## config.mk

```make
export PLATFORM = sky130hd
export DESIGN_NAME = crack_array_ctrl
export DESIGN_NICKNAME = d
export VERILOG_FILES = /design/src/rtl/crack_pkg.sv /design/src/rtl/crack_worker.sv /design/src/rtl/crack_array_ctrl.sv
export SDC_FILE = /design/constraint.sdc
export NUM_CORES = 2
export LEC_CHECK = 0
export BUFFER_PORTS_ARGS = -buffer_cell sky130_fd_sc_hd__buf_2
export CORE_UTILIZATION = 41
export DETAILED_ROUTE_END_ITERATION = 10
export GPL_ROUTABILITY_DRIVEN = 0
export PLACE_DENSITY_LB_ADDON = 0.05
export SLEW_MARGIN = 40
export SYNTH_ARGS = -nofsm -noshare
export SYNTH_HDL_FRONTEND = slang
export SYNTH_HIERARCHICAL = 1
export SYNTH_SLANG_ARGS = --single-unit
```

## constraint.sdc

```tcl
create_clock -name clk -period 5.2 [get_ports clk]
set_input_delay 1.04 -clock clk [delete_from_list [all_inputs] [get_ports clk]]
set_output_delay 1.04 -clock clk [all_outputs]
set_load 0.01 [all_outputs]
```

## src/rtl/crack_pkg.sv

```systemverilog
// Shared types and helpers for the brute-force password search engine:
// FSM state encoding, alphabet index to ASCII mapping and worker keyspace slicing.
package crack_pkg;

  typedef enum logic [1:0] {
    ST_IDLE,
    ST_RUN,
    ST_DONE
  } state_t;

  // Alphabet index 0..25 -> 'a'..'z', 26..35 -> '0'..'9'.
  function automatic logic [7:0] idx_to_ascii(input int unsigned idx);
    if (idx < 32'd26) return 8'(idx + 32'd97);
    return 8'(idx + 32'd22);
  endfunction

  // First-character slice owned by worker w; slices are disjoint and cover the alphabet.
  function automatic int lo(input int w, input int num_workers, input int charset);
    return (w * charset) / num_workers;
  endfunction

  function automatic int hi(input int w, input int num_workers, input int charset);
    return ((w + 1) * charset) / num_workers - 1;
  endfunction

endpackage

```

## src/rtl/crack_worker.sv

```systemverilog
// One candidate generator: a PW_LEN-digit base-CHARSET odometer sweeping first
// digits LO..HI, compared against the latched target every active RUN cycle.
module crack_worker
  import crack_pkg::*;
#(
  parameter int PW_LEN  = 4,
  parameter int CHARSET = 36,
  parameter int LO      = 0,
  parameter int HI      = 35
) (
  input  logic                clk,
  input  logic                rst_n,
  input  logic                load,
  input  logic                run,
  input  logic [8*PW_LEN-1:0] target,
  output logic                match,
  output logic [8*PW_LEN-1:0] candidate,
  output logic                exhausted
);

  localparam int DIG_W = (CHARSET > 1) ? $clog2(CHARSET) : 1;
  localparam logic [DIG_W-1:0] MAX_D = DIG_W'(CHARSET - 1);
  localparam logic [DIG_W-1:0] LO_D  = DIG_W'(LO);
  localparam logic [DIG_W-1:0] HI_D  = DIG_W'(HI);

  // digit[0] is the leftmost character.
  logic [DIG_W-1:0] digit      [PW_LEN];
  logic [DIG_W-1:0] next_digit [PW_LEN];
  logic             last;

  // NOTE: every variable gets a default before any conditional update, so no latch is inferred.
  always_comb begin : odometer
    logic carry;
    carry = 1'b1;
    last  = (digit[0] == HI_D);
    for (int i = PW_LEN - 1; i >= 0; i--) begin
      next_digit[i] = digit[i];
      if (i > 0 && digit[i] != MAX_D) last = 1'b0;
      if (carry) begin
        if (digit[i] == MAX_D) begin
          next_digit[i] = '0;
        end else begin
          next_digit[i] = digit[i] + 1'b1;
          carry         = 1'b0;
        end
      end
    end
  end

  // NOTE: sequential state uses non-blocking assignments so all registers update from pre-edge values.
  always_ff @(posedge clk or negedge rst_n) begin
    if (!rst_n) begin
      for (int i = 0; i < PW_LEN; i++) digit[i] <= '0;
      exhausted <= 1'b0;
    end else if (load) begin
      digit[0] <= LO_D;
      for (int i = 1; i < PW_LEN; i++) digit[i] <= '0;
      exhausted <= 1'b0;
    end else if (run && !exhausted) begin
      if (last) begin
        exhausted <= 1'b1;
      end else begin
        for (int i = 0; i < PW_LEN; i++) digit[i] <= next_digit[i];
      end
    end
  end

  always_comb begin
    candidate = '0;
    for (int i = 0; i < PW_LEN; i++) begin
      candidate[8*(PW_LEN-1-i) +: 8] = idx_to_ascii(32'(digit[i]));
    end
  end

  assign match = run && !exhausted && (candidate == target);

endmodule

```

## src/rtl/crack_array_ctrl.sv

```systemverilog
// Parametrised password search controller: NUM_WORKERS parallel generators,
// start/busy/done handshake with early abort on the first match.
module crack_array_ctrl
  import crack_pkg::*;
#(
  parameter int NUM_WORKERS = 9,
  parameter int PW_LEN      = 4,
  parameter int CHARSET     = 36,
  parameter int CNT_W       = 32,
  localparam int RW_W       = (NUM_WORKERS > 1) ? $clog2(NUM_WORKERS) : 1
) (
  input  logic                clk,
  input  logic                rst_n,
  input  logic                start,
  input  logic [8*PW_LEN-1:0] target,
  output logic                busy,
  output logic                done,
  output logic                found,
  output logic [8*PW_LEN-1:0] result,
  output logic [RW_W-1:0]     result_worker,
  output logic [CNT_W-1:0]    cycles
);

  if (NUM_WORKERS < 1 || NUM_WORKERS > CHARSET) begin : g_bad_cfg
    $error("crack_array_ctrl: NUM_WORKERS must be within 1..CHARSET");
  end

  state_t state, state_next;
  logic   accept, capture;

  logic [8*PW_LEN-1:0] target_q;
  logic [NUM_WORKERS-1:0] match_vec, exh_vec;
  logic [8*PW_LEN-1:0] cand [NUM_WORKERS];

  logic                any_match, all_exhausted;
  logic [RW_W-1:0]     hit_idx;
  logic [8*PW_LEN-1:0] hit_cand;

  for (genvar w = 0; w < NUM_WORKERS; w++) begin : g_worker
    crack_worker #(
      .PW_LEN (PW_LEN),
      .CHARSET(CHARSET),
      .LO     (lo(w, NUM_WORKERS, CHARSET)),
      .HI     (hi(w, NUM_WORKERS, CHARSET))
    ) u_worker (
      .clk      (clk),
      .rst_n    (rst_n),
      .load     (accept),
      .run      (state == ST_RUN),
      .target   (target_q),
      .match    (match_vec[w]),
      .candidate(cand[w]),
      .exhausted(exh_vec[w])
    );
  end

  assign any_match     = |match_vec;
  assign all_exhausted = &exh_vec;

  // Slices are disjoint, so at most one bit of match_vec is ever set.
  always_comb begin
    hit_idx  = '0;
    hit_cand = '0;
    for (int w = 0; w < NUM_WORKERS; w++) begin
      if (match_vec[w]) begin
        hit_idx  = RW_W'(w);
        hit_cand = cand[w];
      end
    end
  end

  always_ff @(posedge clk or negedge rst_n) begin
    if (!rst_n) state <= ST_IDLE;
    else        state <= state_next;
  end

  always_comb begin
    state_next = state;
    accept     = 1'b0;
    capture    = 1'b0;
    unique case (state)
      ST_IDLE, ST_DONE: begin
        if (start) begin
          accept     = 1'b1;
          state_next = ST_RUN;
        end
      end
      ST_RUN: begin
        if (any_match) begin
          capture    = 1'b1;
          state_next = ST_DONE;
        end else if (all_exhausted) begin
          state_next = ST_DONE;
        end
      end
      default: state_next = ST_IDLE;
    endcase
  end

  // The drain cycle after the last worker exhausts is not a search cycle and is not counted.
  always_ff @(posedge clk or negedge rst_n) begin
    if (!rst_n) begin
      target_q      <= '0;
      found         <= 1'b0;
      result        <= '0;
      result_worker <= '0;
      cycles        <= '0;
    end else if (accept) begin
      target_q      <= target;
      found         <= 1'b0;
      result        <= '0;
      result_worker <= '0;
      cycles        <= '0;
    end else if (state == ST_RUN) begin
      if (!all_exhausted && cycles != {CNT_W{1'b1}}) cycles <= cycles + 1'b1;
      if (capture) begin
        found         <= 1'b1;
        result        <= hit_cand;
        result_worker <= hit_idx;
      end
    end
  end

  assign busy = (state == ST_RUN);
  assign done = (state == ST_DONE);

endmodule
```

==> run metrics <==
run status finished, final reports clean; # resized after CTS 0; Rows 101; Syn-to-layout area delta 9.00%; Max-Cap Viols 0; H-tree levels 2; max_slew headroom 0.364; Congestion Overflow GR 0; Cells after Synth 4004; # port buffers between 100 and 150; final wirelength 127000 um; Detailed Route Iter0 Violations 3473; final std cells w/o fill 5015; worst hold path class input port to async pin; root buffer cell clkbuf_16; Ports 106; routed vias 31200; Synth Net Count 4148; first-pass GRT wire length 189000 um; post-placement cell count 4931; Worst R2R End result[22]; CP Launch Type flip-flop; YS warnings 6; Seq cells post-synth 328; setup TNS 0 ns; CTS tree built; fin area around 35000 sq um; clock slew at reported path FFs roughly 0.060 ns; Die X ~280 um; Post-synth EDFFs 0; Setup Slack @ Placement 0.541 ns; Hold WS ~0.3 ns; crit-path cells or2_4 > a31oi_4 > mux2i_1 > or3b_2 > nand4_1 > or4_1 > nor4_4 > buf_4 > nor2b_1 > buf_4 > a221oi_1 > o21ai_0 > a22oi_1 > o211ai_1; DR WL/cell between 20 and 30 um; largest net degree at the start of global routing 102; Max Clk Rate 208 MHz; drt pass-1 iters 6; Pwr Density 463 nW/um^2; Synth Flop Type dfrtp_1; worst flop-to-flop path startpoint g_worker[5].u_worker/digit[14]; CP required approximately 5.7 ns; highest routed layer met4; clk buf depth 3; Worst path max stage delay 0.58 ns; Lkg Pwr 14.4 nW; leading cell type in the layout, fill and taps excluded nand2_1; Synth cell types 133; fraction of registers with async set/reset 1.00; CP endpoint result[22]; Slowest-stage cell, CP or4_1; # nets final 4093; Antenna Cells 0; Placed Area 33000 sq um; CP Data Arrival Time between 5 and 6 ns; routed wl met2 between 50000 and 60000 um; worst setup slack after layout 0.393 ns; CP most frequent cell buf_4; Final setup viols 0; vias in the first global route 28500; Max Slew Vio Count 0; detailed placement HPWL 96800 um; total track usage 0.318; crit-path max FO 20; commonest non-fill, non-tap cells in the layout nand2_1, dfrtp_1, a21oi_1, o21ai_0, inv_1; DR WL met3 10900 um; R2R depth 14; crit path capture type flip-flop; Post-route DRC 0; Fin. Hold Viols 0; average size of a mapped cell 7.93 sq um; R2R Setup Slk ~0.39 ns; Post-DRT Antenna Nets 0; die height approximately 280 um; Num CTS Buffers 46; Fillers 7885; full die area between 70000 and 80000 sq um; synthesized area roughly 32000 sq um; clock sinks 328; critical path startpoint g_worker[5].u_worker/digit[14]; drt via density 6.23; fin crit share 0.924; Clock Latency Late Sink between 0.6 and 0.7 ns; share of post-route cells with drive strength above 1 0.111; VDD IR max roughly 0.00036 V; starting density of the core 0.416; total core area 76300 sq um; met1 wire length approximately 56000 um; RSZ-0062 raised after global routing false; worst clock skew 0.0309 ns; Min Clock Period, post-route 4.81 ns; initial antenna violation count 2; CP Class flip-flop to flip-flop; hold-fix buffers at CTS 0; Worst Tran Pin Value roughly 0.95 ns; Post-CTS Setup Inserts 0; sequential-to-total area share from yosys stat 0.258
## sequential cells by signal, summed over array words and instances (netlist names)
| signal | flops |
|---|---|
| state | 2 |
| target_q | 32 |
| result | 32 |
| g_worker.u_worker/exhausted | 9 |
| cycles | 32 |
| g_worker.u_worker/digit | 216 |
| found | 1 |
| result_worker | 4 |
## synthesized netlist by cell type, drive strengths merged, types with 10 or more instances
cell,instances,share of area
or4,34,0.0085
o21a,25,0.0061
inv,225,0.027
o22ai,23,0.0045
xor2,165,0.046
and2,43,0.0086
xnor2,207,0.057
or2,56,0.012
o31ai,100,0.024
and4,22,0.0061
a31oi,76,0.021
nand4,88,0.018
o211ai,41,0.010
nand2,337,0.040
nand3b,14,0.0033
nor4,45,0.014
or3,52,0.011
o211a,10,0.0032
a21o,27,0.0064
nor2,217,0.026
o21ai,289,0.046
a2111oi,11,0.0033
a32o,17,0.0054
nor3,99,0.017
a22oi,36,0.0088
nand3,140,0.022
dfrtp,328,0.26
clkbuf,162,0.019
buf,141,0.026
nor3b,14,0.0037
and3,22,0.0043
a211oi,14,0.0035
nor2b,89,0.018
a311oi,34,0.0099
a211o,16,0.0044
a221oi,70,0.020
mux2i,75,0.024
nand2b,96,0.019
a221o,12,0.0038
a21oi,267,0.043
o221ai,35,0.0097
ha,109,0.043
## cell type report
| type | instances | area, sq um | share of cell area |
|---|---|---|---|
| clock buffers | 66 | 1340 | 0.0386 |
| clock inverters | 18 | 265 | 0.00766 |
| inverters | 225 | 852 | 0.0246 |
| multi-input cells | 3147 | 21300 | 0.616 |
| flip-flops and latches | 328 | 8220 | 0.237 |
| well taps | 1030 | 1290 | 0.0372 |
| repair buffers | 201 | 1320 | 0.0381 |
## worst max-delay path: cells and delay by family (launching register included)
kind                   cells  cell delay, ns
AO/OA/AOI/OAI              5            1.66
buffers and inverters      2            0.47
flip-flops                 1            0.48
multiplexers               1            0.46
AND/OR/NAND/NOR            6            1.61
## kinds of logic after synthesis
logic type               Yosys count  share of synthesized area
adder cells (fa/ha/maj)          109                     0.0429
multiplexers                      83                     0.0268
AO/OA/AOI/OAI                   1183                      0.255
buffers and inverters            529                     0.0725
flip-flops                       328                      0.258
XOR/XNOR                         374                      0.104
AND/OR/NAND/NOR                 1398                      0.240
## per-stage QoR
stage	total power [mW]	util
after floorplan	9.35	-
after global placement	12.5	0.432
after detailed placement	12.4	0.432
after CTS	15.9	0.453
after global routing	16.9	0.453
final	16.0	0.453
## per-layer routing
layer | vias up | global-route usage
met2 | 1293 | 0.467
met1 | 15200 | 0.448
met3 | 310 | 0.0593
met4 | 0 | 0.147
met5 | - | 0
li1 | 14500 | -
## power by group
group / leakage, nW / internal (mW) / switching (mW) / total [mW]
clock: 0.789 / 2.04 / 1.32 / 3.36
sequential: 4.34 / 3.00 / 1.72 / 4.73
combinational: 9.32 / 3.00 / 4.93 / 7.93
## worst min-delay path by stage
stage | cells past startpoint | start | end
6_report | 1 | rst_n | g_worker[8].u_worker/digit[14]
5_1_grt | 1 | rst_n | g_worker[8].u_worker/digit[16]
4_1_cts | 1 | rst_n | g_worker[8].u_worker/digit[16]
3_5_place_dp | 2 | found | found
3_3_place_gp | 2 | found | found
2_1_floorplan | 2 | g_worker[1].u_worker/exhausted | g_worker[1].u_worker/exhausted
No activity file was read; power rests on OpenSTA's default activity.
